File: src/rtl/mem_access_stage.sv
// mem_access_stage: data-memory access stage of the 5-stage pipeline.
// Converts EX/MEM load/store controls into a registered req/ack memory
// transaction, stalls upstream while the access is in flight, flags
// misaligned word accesses and memory timeouts, and holds the MEM/WB
// pipeline register that feeds write-back.
module mem_access_stage #(
    parameter int TIMEOUT = 16
) (
    input  logic        clk_i,
    input  logic        rst_i,
    input  logic [1:0]  wb_i,
    input  logic        memread_i,
    input  logic        memwrite_i,
    input  logic [31:0] addr_i,
    input  logic [31:0] wdata_i,
    input  logic [4:0]  writeaddr_i,
    output logic        stall_o,
    output logic        mreq_o,
    output logic        mwe_o,
    output logic [31:0] maddr_o,
    output logic [31:0] mwdata_o,
    input  logic        mack_i,
    input  logic [31:0] mrdata_i,
    output logic [1:0]  wb_o,
    output logic [31:0] rdata_o,
    output logic [31:0] result_o,
    output logic [4:0]  writeaddr_o,
    output logic        err_o
);

    typedef enum logic [1:0] {
        S_IDLE = 2'd0,
        S_WAIT = 2'd1,
        S_DONE = 2'd2
    } state_t;

    // Last counter value of the wait window; the request lives for TIMEOUT cycles.
    localparam logic [7:0] CNT_LAST = 8'(TIMEOUT - 1);

    state_t      r_state;
    logic [7:0]  r_cnt;
    logic        r_timeout;
    logic [31:0] r_cap_data;

    logic        r_mreq;
    logic        r_mwe;
    logic [31:0] r_maddr;
    logic [31:0] r_mwdata;

    logic [1:0]  r_wb;
    logic [31:0] r_rdata;
    logic [31:0] r_result;
    logic [4:0]  r_writeaddr;
    logic        r_err;

    logic        w_access;
    logic        w_aligned;
    logic        w_start;

    // Decode the EX/MEM request; both controls high is treated as a store.
    always_comb begin
        w_access  = memread_i | memwrite_i;
        w_aligned = (addr_i[1:0] == 2'b00);
        w_start   = (r_state == S_IDLE) & w_access & w_aligned;
        stall_o   = ~rst_i & ((r_state == S_WAIT) | w_start);
    end

    // Access FSM, memory port registers and MEM/WB pipeline register.
    always_ff @(posedge clk_i) begin
        if (rst_i) begin
            r_state     <= S_IDLE;
            r_cnt       <= 8'd0;
            r_timeout   <= 1'b0;
            r_cap_data  <= 32'd0;
            r_mreq      <= 1'b0;
            r_mwe       <= 1'b0;
            r_maddr     <= 32'd0;
            r_mwdata    <= 32'd0;
            r_wb        <= 2'b00;
            r_rdata     <= 32'd0;
            r_result    <= 32'd0;
            r_writeaddr <= 5'd0;
            r_err       <= 1'b0;
        end else begin
            r_err <= 1'b0;
            case (r_state)
                S_IDLE: begin
                    r_result    <= addr_i;
                    r_writeaddr <= writeaddr_i;
                    r_rdata     <= 32'd0;
                    if (!w_access) begin
                        r_wb <= wb_i;
                    end else if (!w_aligned) begin
                        // Misaligned word access: squash write-back, report error.
                        r_wb  <= 2'b00;
                        r_err <= 1'b1;
                    end else begin
                        r_wb     <= 2'b00;
                        r_mreq   <= 1'b1;
                        r_mwe    <= memwrite_i;
                        r_maddr  <= addr_i;
                        r_mwdata <= wdata_i;
                        r_cnt    <= 8'd0;
                        r_state  <= S_WAIT;
                    end
                end
                S_WAIT: begin
                    r_wb <= 2'b00;
                    if (mack_i) begin
                        r_cap_data <= r_mwe ? 32'd0 : mrdata_i;
                        r_timeout  <= 1'b0;
                        r_mreq     <= 1'b0;
                        r_state    <= S_DONE;
                    end else if (r_cnt == CNT_LAST) begin
                        r_cap_data <= 32'd0;
                        r_timeout  <= 1'b1;
                        r_mreq     <= 1'b0;
                        r_state    <= S_DONE;
                    end else begin
                        r_cnt <= r_cnt + 8'd1;
                    end
                end
                S_DONE: begin
                    // Same instruction is still presented; retire it into MEM/WB.
                    r_wb        <= r_timeout ? 2'b00 : wb_i;
                    r_rdata     <= r_cap_data;
                    r_result    <= addr_i;
                    r_writeaddr <= writeaddr_i;
                    r_err       <= r_timeout;
                    r_timeout   <= 1'b0;
                    r_state     <= S_IDLE;
                end
                default: begin
                    r_mreq  <= 1'b0;
                    r_state <= S_IDLE;
                end
            endcase
        end
    end

    // Drive outputs straight from the registers.
    always_comb begin
        mreq_o      = r_mreq;
        mwe_o       = r_mwe;
        maddr_o     = r_maddr;
        mwdata_o    = r_mwdata;
        wb_o        = r_wb;
        rdata_o     = r_rdata;
        result_o    = r_result;
        writeaddr_o = r_writeaddr;
        err_o       = r_err;
    end

endmodule
File: config.mk
export PLATFORM = sky130hd
export DESIGN_NAME = mem_access_stage
export DESIGN_NICKNAME = d
export VERILOG_FILES = /design/src/rtl/mem_access_stage.sv
export SDC_FILE = /design/constraint.sdc
export NUM_CORES = 1
export LEC_CHECK = 0
export ABC_AREA = 1
export CAP_MARGIN = 20
export CELL_PAD_IN_SITES_DETAIL_PLACEMENT = 1
export CELL_PAD_IN_SITES_GLOBAL_PLACEMENT = 2
export CORE_ASPECT_RATIO = 1.75
export CORE_UTILIZATION = 22
export CTS_BUF_LIST = sky130_fd_sc_hd__clkbuf_2 sky130_fd_sc_hd__clkbuf_4 sky130_fd_sc_hd__clkbuf_8
export DETAILED_ROUTE_END_ITERATION = 8
export GPL_ROUTABILITY_DRIVEN = 0
export GPL_TIMING_DRIVEN = 0
export PLACE_DENSITY = 0.73
export SETUP_SLACK_MARGIN = 0.02
export SYNTH_ARGS = -nofsm -noshare
export SYNTH_HDL_FRONTEND = slang
export SYNTH_SLANG_ARGS = --single-unit
File: constraint.sdc
create_clock -name clk_i -period 1.53 [get_ports clk_i]
set_input_delay 0.459 -clock clk_i [delete_from_list [all_inputs] [get_ports clk_i]]
set_output_delay 0.459 -clock clk_i [all_outputs]
set_load 0.01 [all_outputs]
# Yosys cells after proc, flatten, opt, wreduce, memory -nomap -nowiden
# Cells that the tools add are included.
[totals]
register_bits = 181
input_bits = 108
[op_classes]
add_sub_neg = 1
n_eq_ne = 8
muxes = 28
bitwise = 7
reduce_logical = 14
[ops]
columns = ["operator", "n"]
rows = [
  ["$mux 32", 3],
  ["$pmux 32 s2", 1],
  ["$mux 8", 4],
  ["$pmux 8 s2", 1],
  ["$mux 2", 6],
  ["$add 8x1->8 const B", 1],
  ["$eq 8x4->1 const B", 1],
  ["$mux 1", 8],
  ["$ne 2x2->1 const B", 4],
  ["$reduce_bool 2->1", 4],
  ["$pmux 2 s3", 1],
  ["$reduce_and 3->1", 2],
  ["$reduce_and 5->1", 1],
  ["$logic_not 2->1", 2],
  ["$pmux 1 s2", 2],
  ["$pmux 2 s2", 1],
  ["$reduce_and 2->1", 2],
  ["$reduce_and 4->1", 1],
  ["$and 1x1->1", 3],
  ["$ne 3x2->1 const B", 1],
  ["$pmux 1 s3", 1],
  ["$reduce_bool 3->1", 1],
  ["$eq 2x1->1 const B", 1],
  ["$eq 2x2->1 const B", 1],
  ["other kinds (3)", 5],
]

# Depth between registers and ports, before layout
[logic_depth]
ltp_word = 5
ltp_mapped = 10

# Worst setup path before layout
# OpenSTA, ideal clock, no wires.
[synth_path]
kind = "input to output"
start = "input port rst_i"
end = "output port stall_o"
t_arrival_ns = 1.179
required_time_ns = 1.071
setup_slack_ns = -0.108
path_stages = 4
path_buffers = 3
path_cell_list = "clkbuf_1 -> buf_2 -> buf_2 -> a21oi_1"
[synth_via]
elab_chain_cells = 2
[synth_lines]
columns = ["element", "line_no", "text"]
rows = [
  ["start, declared", "10", "input logic rst_i,"],
  ["$not 1->1", "65", "stall_o = ~rst_i & ((r_state == S_WAIT) | w_start);"],
  ["$and 1x1->1", "65", ""],
  ["end, declared", "17", "output logic stall_o,"],
]
# No other way between the ends.

# Final worst setup path
[layout_path]
start = "input port addr_i[1]"
end = "output port stall_o"
[layout_via]
elab_chain_cells = 4
[layout_lines]
columns = ["element", "line_no", "text"]
rows = [
  ["start, declared", "14", "input logic [31:0] addr_i,"],
  ["$logic_not 2->1", "63", "w_aligned = (addr_i[1:0] == 2'b00);"],
  ["$and 1x1->1", "64", "w_start = (r_state == S_IDLE) & w_access & w_aligned;"],
  ["$or 1x1->1", "65", ""],
  ["$and 1x1->1", "65", ""],
]
# No other way between the ends.

==> metrics.yaml <==
yosysMostFrequentCell: "nand2_1"
core-area_um2: 29500
place.port_buffers: 246
slowest_stage: "clkdlybuf4s50_1"
route.detailed.drc: 0
synth_cells: 867
yosys.area.top_type: "dfxtp_1"
status: "finished, violations left"
drt-total-wl_um: 26700
arrival_ns: 1.52
ys_types: 25
wl_met2_um: 15300
syn_area_um2: 6650
crit_required_ns: 1.07
p_leak_nw: 4.32
wl_met1_um: 9550
dr.pass1.iters: 4
violations: "setup timing"
cts_buffers: 17
finalSetupViolations: 139
final_max_slew_viol_count: 0
die_w_um: 133
fin_skew_ns: 0.0144
design_area_um2: 10700
min_period_ns: 1.98
finalHoldViolCount: 0
p_per_area_nw_per_um2: 1090
antenna_found_initial: 3
routedWlPerCell_um: 17.2
grt_use_total: 0.173
ys_seq_area_frac: 0.545
maxCapViolations: 0
syn_to_final_growth_pct: 61.2
tns_ns: -9.94
swShare: 0.300
drt_iter0_drc: 170
grt_pass1_wl_um: 39900
grt_pass1_vias: 6993
grt_max_degree: 17
viasPerCell: 4.30
wl_met3_um: 1330
num_rows: 83
p_int_w: 0.00821
top_layer: "met5"
worst_slack_ns: -0.447
worst_hold_slack_ns: 0.455
startpoint_type: "primary input"
cp_max_fo: 3
cts_sinks: 181
synth_common_cells: "nand2_1, dfxtp_1, a21oi_1"
io_pins: 247
start_util: 0.226
fmax_mhz: 506
pwr-share-comb: 0.259
synth-edff-count: 0
slew_headroom: 0.517
synth_async_sr_flop_share: 0
synth-seq-cells: 181
syn_avg_cell_area_um2: 7.67
dpl_cell_area_um2: 9600
clockBufferDepth: 2
peakVddDrop_mv: 0.586
cts-root-buf: "clkbuf_8"
synth_nets: 982
drive_gt1_frac: 0.369
synth_area_leaders: "dfxtp_1, nand2_1, a21oi_1, nor2_1, o21ai_0"
nets: 1281
seqPwrFrac: 0.447
p_switching_w: 0.00352
power_frac_clock: 0.294
synth_top_cell_area_share: 0.545
via_count: 6708
ant_nets: 0
ys_warn_count: 0
hpwl_um: 19100
slowest_delay_ns: 0.46
hold_class: "reg2reg"
final_util: 0.364
crit_path_end_kind: "output port"
cts_htree_levels: 4
cts_tree: "done"
grt-ovfl-total: 0
synth_top_flop_cell: "dfxtp_1"
tightest_slew_ns: 0.725
clock_latency_ns: 0.50
post-route-period-util: 1.29
path_cells: "clkdlybuf4s50_1 > nor2_4 > nand3_4 > a21oi_4 > buf_6"
crit_type: "in2out"
die_y_um: 232
die_area_um2: 31000
rsz0062_at_grt: "true"
clk_pin_slew_ns: 0.09
[worst paths after layout]
check	end	depth (start not counted)	slack, ns	start
max	stall_o	5	-0.45	addr_i[1]
min reg2reg	maddr_o[0]	2	0.46	maddr_o[0]
min	maddr_o[0]	2	0.46	maddr_o[0]
max reg2reg	rdata_o[9]	11	-0.14	r_state[0]
[logic make-up after synthesis]
logic type | Yosys count | share of synthesized area
and+or+nand+nor | 407 | 0.241
AOI/OAI and AO/OA | 190 | 0.145
DFF | 181 | 0.545
buffers and inverters | 81 | 0.0547
adders and majority gates | 7 | 0.0132
xor gates and xnor gates | 1 | 0.00132
[sequential cells by signal (all words and copies together), names as in the netlist, 5 cells and up]
signal	flops
r_cnt	8
writeaddr_o	5
r_cap_data	32
result_o	32
maddr_o	32
rdata_o	32
mwdata_o	32
[per-stage QoR]
step	power (W)	setup WS [ns]	cells
global placement	0.00744	-1.49	1495
floorplan	0.00621	-0.0116	867
finish	0.0117	-0.447	1559
detailed placement	0.00747	-1.51	1495
CTS	0.0116	-0.455	1552
global route	0.0124	-0.471	1559
[placed cells by master, fill, tap and decap left out, types with 2 or more instances in the layout]
cell and count:
nand2_1 266, buf_2 133, a21oi_1 119, clkdlybuf4s50_1 106, dfxtp_1 103, dfxtp_2 75, nor2_1 57, nor2_4 40
o21ai_0 35, buf_4 26, buf_6 23, a21oi_2 22, inv_1 21, nand2_2 19, clkbuf_8 19, clkbuf_1 12
buf_12 11, buf_8 8, nor2_2 7, nand3_1 6, o21ai_2 6, clkbuf_4 6, o21ai_1 5, buf_16 5
nand4_1 4, inv_2 3, clkbuf_2 3, ha_4 3, bufinv_16 3, dfxtp_4 3, diode_2 2, nand3_4 2
inv_6 2, nand2_4 2, ha_2 2, ha_1 2, clkbuf_16 2
[routing by layer]
layer	global-route usage	up-vias
li1	-	3361
met1	0.166	3164
met2	0.343	152
met4	0.0685	2
met3	0.0456	29
met5	0	-
[cell type report]
cell class                 count  area (um2)
tap                          382         478
clock inverter                 5         103
buffer                        51         494
inverter                      28         130
timing repair buffer         282        2310
multi-input combinational    605        3190
antenna                        2        5.00
clock buffer                  23         285
sequential                   181        3730
fill                        3558       18800
[power by group through the flow]
| stage | combinational [W] | sequential [W] | clock, W |
|---|---|---|---|
| global route | 0.00329 | 0.00528 | 0.00381 |
| CTS | 0.00276 | 0.00519 | 0.00365 |
| global placement | 0.00220 | 0.00525 | 0 |
| floorplan | 0.000846 | 0.00536 | 0 |
| detailed placement | 0.00221 | 0.00526 | 0 |
| finish | 0.00304 | 0.00524 | 0.00345 |
[worst max-delay path, delay by kind of cell]
family | cells | cell delay [ns]
buffers and inverters | 2 | 0.59
AO/OA/AOI/OAI | 1 | 0.15
AND/OR/NAND/NOR | 2 | 0.33
[repair_timing]
action / CTS / global route
pin swaps: 9 / 18
endpoints found under the hold margin: 0 / 0
buffers inserted: 25 / 4
hold buffers: 0 / 0
endpoints found under the setup margin: 314 / 212
cloned: 5 / 2
resized for setup: 795 / 120
Power figures use the tool's default switching activity.
==> edit 1, RTL diff (same flow settings) <==
Put a register stage on the output `err_o`. The value now appears one clock later. The other outputs are not delayed to match.
--- a/src/rtl/mem_access_stage.sv
+++ b/src/rtl/mem_access_stage.sv
@@ -36,6 +36,8 @@
 
     // Last counter value of the wait window; the request lives for TIMEOUT cycles.
     localparam logic [7:0] CNT_LAST = 8'(TIMEOUT - 1);
+
+    logic err_d;
 
     state_t      r_state;
     logic [7:0]  r_cnt;
@@ -148,7 +150,11 @@
         rdata_o     = r_rdata;
         result_o    = r_result;
         writeaddr_o = r_writeaddr;
-        err_o       = r_err;
+        err_d       = r_err;
+    end
+
+    always_ff @(posedge clk_i) begin
+        err_o <= err_d;
     end
 
 endmodule
Formal check against the unedited RTL: not equivalent (Yosys sat finds a counterexample within 4 cycles, from zero or initial values and one cycle with rst_i high).
==> edit 1 against the unedited design <==
  * The run still ends with negative setup slack left
  * Synthesized area increased by 0.30%
  * Setup slack gained 0.051 ns
  * Sequential cell count increased by 1
  * Total power fell by 0.17%
  * First-iteration DRC count shrank 42%
  * Clock power barely moved
  * Cell area shrank 0.39%
  * Count of clock-buffer cells in the layout down 1
  * Routed wire length is 1.4% lower
  * Die area increased by 0.30%
  * Largest cell class unchanged
  * Largest power group unchanged
==> edit 1: results <==
metrics = {
    "route": {
        "met2WireLength_um": 14900,
        "wl_met1_um": 9600,
        "dr_total_vias": 6782,
        "wl_met3_um": 1270,
        "first_iter_violations": 99,
        "drt-total-wl_um": 26400,
    },
    "global_routing": {
        "first_global_vias": 7244,
        "use_met3_pct": 4.50,
        "gr-usage-met1_pct": 16.7,
        "global_route.usage.met2_pct": 34.6,
        "grt_pass1_wl_um": 40700,
        "grt_usage_pct": 17.5,
        "antenna_found_initial": 2,
    },
    "clock_network": {
        "ctsResizeCount": 817,
        "postCtsSetupRepairBufs": 41,
        "cts_buffer_depth": 2,
        "root_buffer": "clkbuf_8",
    },
    "synthesis": {
        "yosysSeqAreaShare_pct": 54.6,
        "async_reset_ff_share_pct": 0,
        "synth_common_cells": "nand2_1, dfxtp_1, a21oi_1",
        "synth_largest_area_cell": "dfxtp_1",
        "synthTopCellsByArea": "dfxtp_1, nand2_1, a21oi_1",
        "syn_nets": 983,
        "synthCells": 868,
    },
    "worst_hold_path": {
        "min-delay-start": "err_d",
        "min_to": "err_o",
        "min_path_cells": 0,
    },
    "sta": {
        "fin_worst_skew_ns": 0.0160,
        "setup_viol_count_final": 154,
        "setup_tns_ns": -22.49,
        "setup_ws_ns": -0.396,
        "hold_ws_ns": 0.339,
        "maxSlewHeadroom_pct": 53.4,
    },
    "cells_and_area": {
        "final_nets": 1296,
        "nFillCells": 3668,
        "final_cells": 1582,
        "layout-drive-gt1-share_pct": 37.8,
    },
    "power": {
        "powerDensity_nw_per_um2": 1100,
        "vdd_drop_max_mv": 0.552,
        "p_leak_uw": 0.00439,
        "p_int_uw": 8190,
    },
    "setup_path": {
        "endpoint": "stall_o",
        "r2r-end": "result_o[23]",
        "crit_start": "addr_i[1]",
        "reg2reg_slack_ns": -0.26,
        "arrival_ns": 1.47,
        "reg2reg_depth": 12,
        "crit_path_max_fanout": 2,
    },
    "place": {
        "dp_hpwl_um": 18900,
        "portBuffers": 246,
        "dp_slack_ns": -1.48,
        "placed_cells": 1501,
        "placed_cell_area_um2": 9630,
    },
    "outcome": {
        "violations": "negative setup slack",
        "status": "complete, but fails checks",
    },
}
-- edit 1: critical path: cells and delay by family --
family | cells | cell delay (ns)
and+or+nand+nor | 2 | 0.28
AOI/OAI and AO/OA | 1 | 0.14
buffers and inverters | 2 | 0.58
-- edit 1: cell type report --
class / count / area [um^2] / area share, %
buffer: 50 / 460 / 4.31
clock inverter: 10 / 119 / 1.11
tap: 387 / 484 / 4.53
antenna: 1 / 2.50 / 0.0234
multi-input combinational: 605 / 3020 / 28.2
inverter: 28 / 128 / 1.19
sequential: 182 / 3770 / 35.3
timing repair buffer: 297 / 2410 / 22.6
clock buffer: 22 / 290 / 2.72
-- edit 1: logic make-up (layout without fill, tap and decap cells) --
family	after synthesis	in the layout	share of synthesized area, %
flops	182	182	54.6
simple gates	407	407	24.0
buf+inv	81	407	5.46
fa+ha+maj	7	7	1.31
other cells	0	1	0
xor+xnor	1	1	0.131
compound gates	190	190	14.5
==> edit 2, RTL diff (config.mk and constraints unchanged) <==
Without the edit above. Change the parameter `TIMEOUT` from 16 to 8.
--- a/src/rtl/mem_access_stage.sv
+++ b/src/rtl/mem_access_stage.sv
@@ -4,7 +4,7 @@
 // misaligned word accesses and memory timeouts, and holds the MEM/WB
 // pipeline register that feeds write-back.
 module mem_access_stage #(
-    parameter int TIMEOUT = 16
+    parameter int TIMEOUT = 8
 ) (
     input  logic        clk_i,
     input  logic        rst_i,
Formal check against the unedited RTL: same outputs for any inputs over 4 cycles, from zero or initial values and one cycle with rst_i high; that may be too few to reach the edited logic, so the function may still have changed.
==> edit 2 against the unedited design <==
  * Synthesized area is 0.13% lower
  * Synthesized cell count is 0.46% higher
  * Count of clock-buffer cells in the layout is 2 lower
  * Total power is 13% lower
  * Setup slack better by 0.078 ns
  * Sequential cell count stayed put
  * Cell area is 1.5% higher
  * Via count is 3.2% higher
  * Clock power is 4% lower
  * The flow still finishes with violations (negative setup slack)
  * Die area is 0.13% lower
  * Non-clock buffer count is 24 higher
  * Routed wire length is 1.9% higher
==> edit 2: results <==
metrics = {
    "worst_hold_path": {
        "hold_path_class": "in2reg",
    },
    "sta": {
        "setup_ws_ns": -0.368,
        "worstMarginPinSlew_ns": 0.641,
        "fin_worst_skew_ns": 0.0167,
        "finalCritPeriodShare_pct": 124,
        "setup_tns_ns": -19.73,
        "setup_viol_count_final": 155,
    },
    "synthesis": {
        "synthTopCellsByArea": "dfxtp_1, nand2_1, a21oi_1",
        "synthCells": 871,
        "syn_nets": 986,
        "yosysSeqAreaShare_pct": 54.5,
        "synth_common_cells": "nand2_1, dfxtp_1, a21oi_1",
        "synth_compound_area_share_pct": 14.2,
        "synth_xor_area_share_pct": 0,
    },
    "route": {
        "drt-total-wl_um": 27200,
        "routedWlPerCell_um": 17.2,
    },
    "power": {
        "p_leak_uw": 0.00454,
        "vdd_drop_max_mv": 0.577,
    },
    "setup_path": {
        "crit_path_max_fanout": 2,
        "arrival_ns": 1.44,
    },
    "outcome": {
        "violations": "negative setup slack",
        "status": "complete, but fails checks",
    },
    "global_routing": {
        "antenna_found_initial": 1,
        "grt_usage_pct": 17.8,
        "grt_pass1_wl_um": 41200,
    },
    "place": {
        "dp_hpwl_um": 19300,
        "dp_slack_ns": -1.40,
    },
    "cells_and_area": {
        "final_nets": 1308,
        "layout-drive-gt1-share_pct": 36.9,
    },
}
edit 2: final timing paths:
check / endpoint / from / cells past startpoint
max: stall_o / addr_i[1] / 5
max reg2reg: result_o[11] / r_state[1] / 10
min: mwe_o / memwrite_i / 3
min reg2reg: rdata_o[22] / r_cap_data[22] / 2
edit 2: routing by layer:
| layer | track usage [%] | vias to the layer above | wire length (um) |
|---|---|---|---|
| met5 | 0 | - | 0 |
| met4 | 8.63 | 0 | 983 |
| met3 | 3.97 | 42 | 1160 |
| met2 | 35.0 | 171 | 15300 |
| met1 | 17.1 | 3281 | 9750 |
| li1 | - | 3426 | - |
edit 2: per-stage QoR:
step	utilization, %	hold WS [ns]
global route	36.9	0.253
floorplan	-	0.436
finish	36.9	0.270
CTS	35.4	0.447
global placement	32.5	0.441
detailed placement	32.5	0.449
edit 2: repair_timing:
action / in CTS / in global routing
resized for setup: 818 / 82
setup endpoints to repair: 316 / 214
setup buffers: 32 / 15
gates cloned: 9 / 3
pin swaps: 22 / 20
edit 2: cell families after synthesis:
kind of cell	after synthesis
DFF	181
adders and majority gates	7
buffers and inverters	85
and+or+nand+nor	410
AOI/OAI and AO/OA	188
edit 2: report_power, final:
group	internal (uW)	switching, uW
combinational	916	904
clock	1460	1840
sequential	4930	110
total	7300	2860
edit 2: area by class of cell:
type / instances / area (um^2)
fill: 3585 / 18600
sequential: 181 / 3750
multi-input combinational: 605 / 3010
timing repair buffer: 303 / 2560
buffer: 54 / 564
tap: 382 / 478
clock buffer: 21 / 289
inverter: 31 / 144
clock inverter: 10 / 96.3
antenna: 1 / 2.50
edit 2: worst max-delay path: stages:
cell,delay [ns]
clkdlybuf4s50_1,0.46
nor2_4,0.15
nand3_2,0.09
a21oi_2,0.13
buf_4,0.15
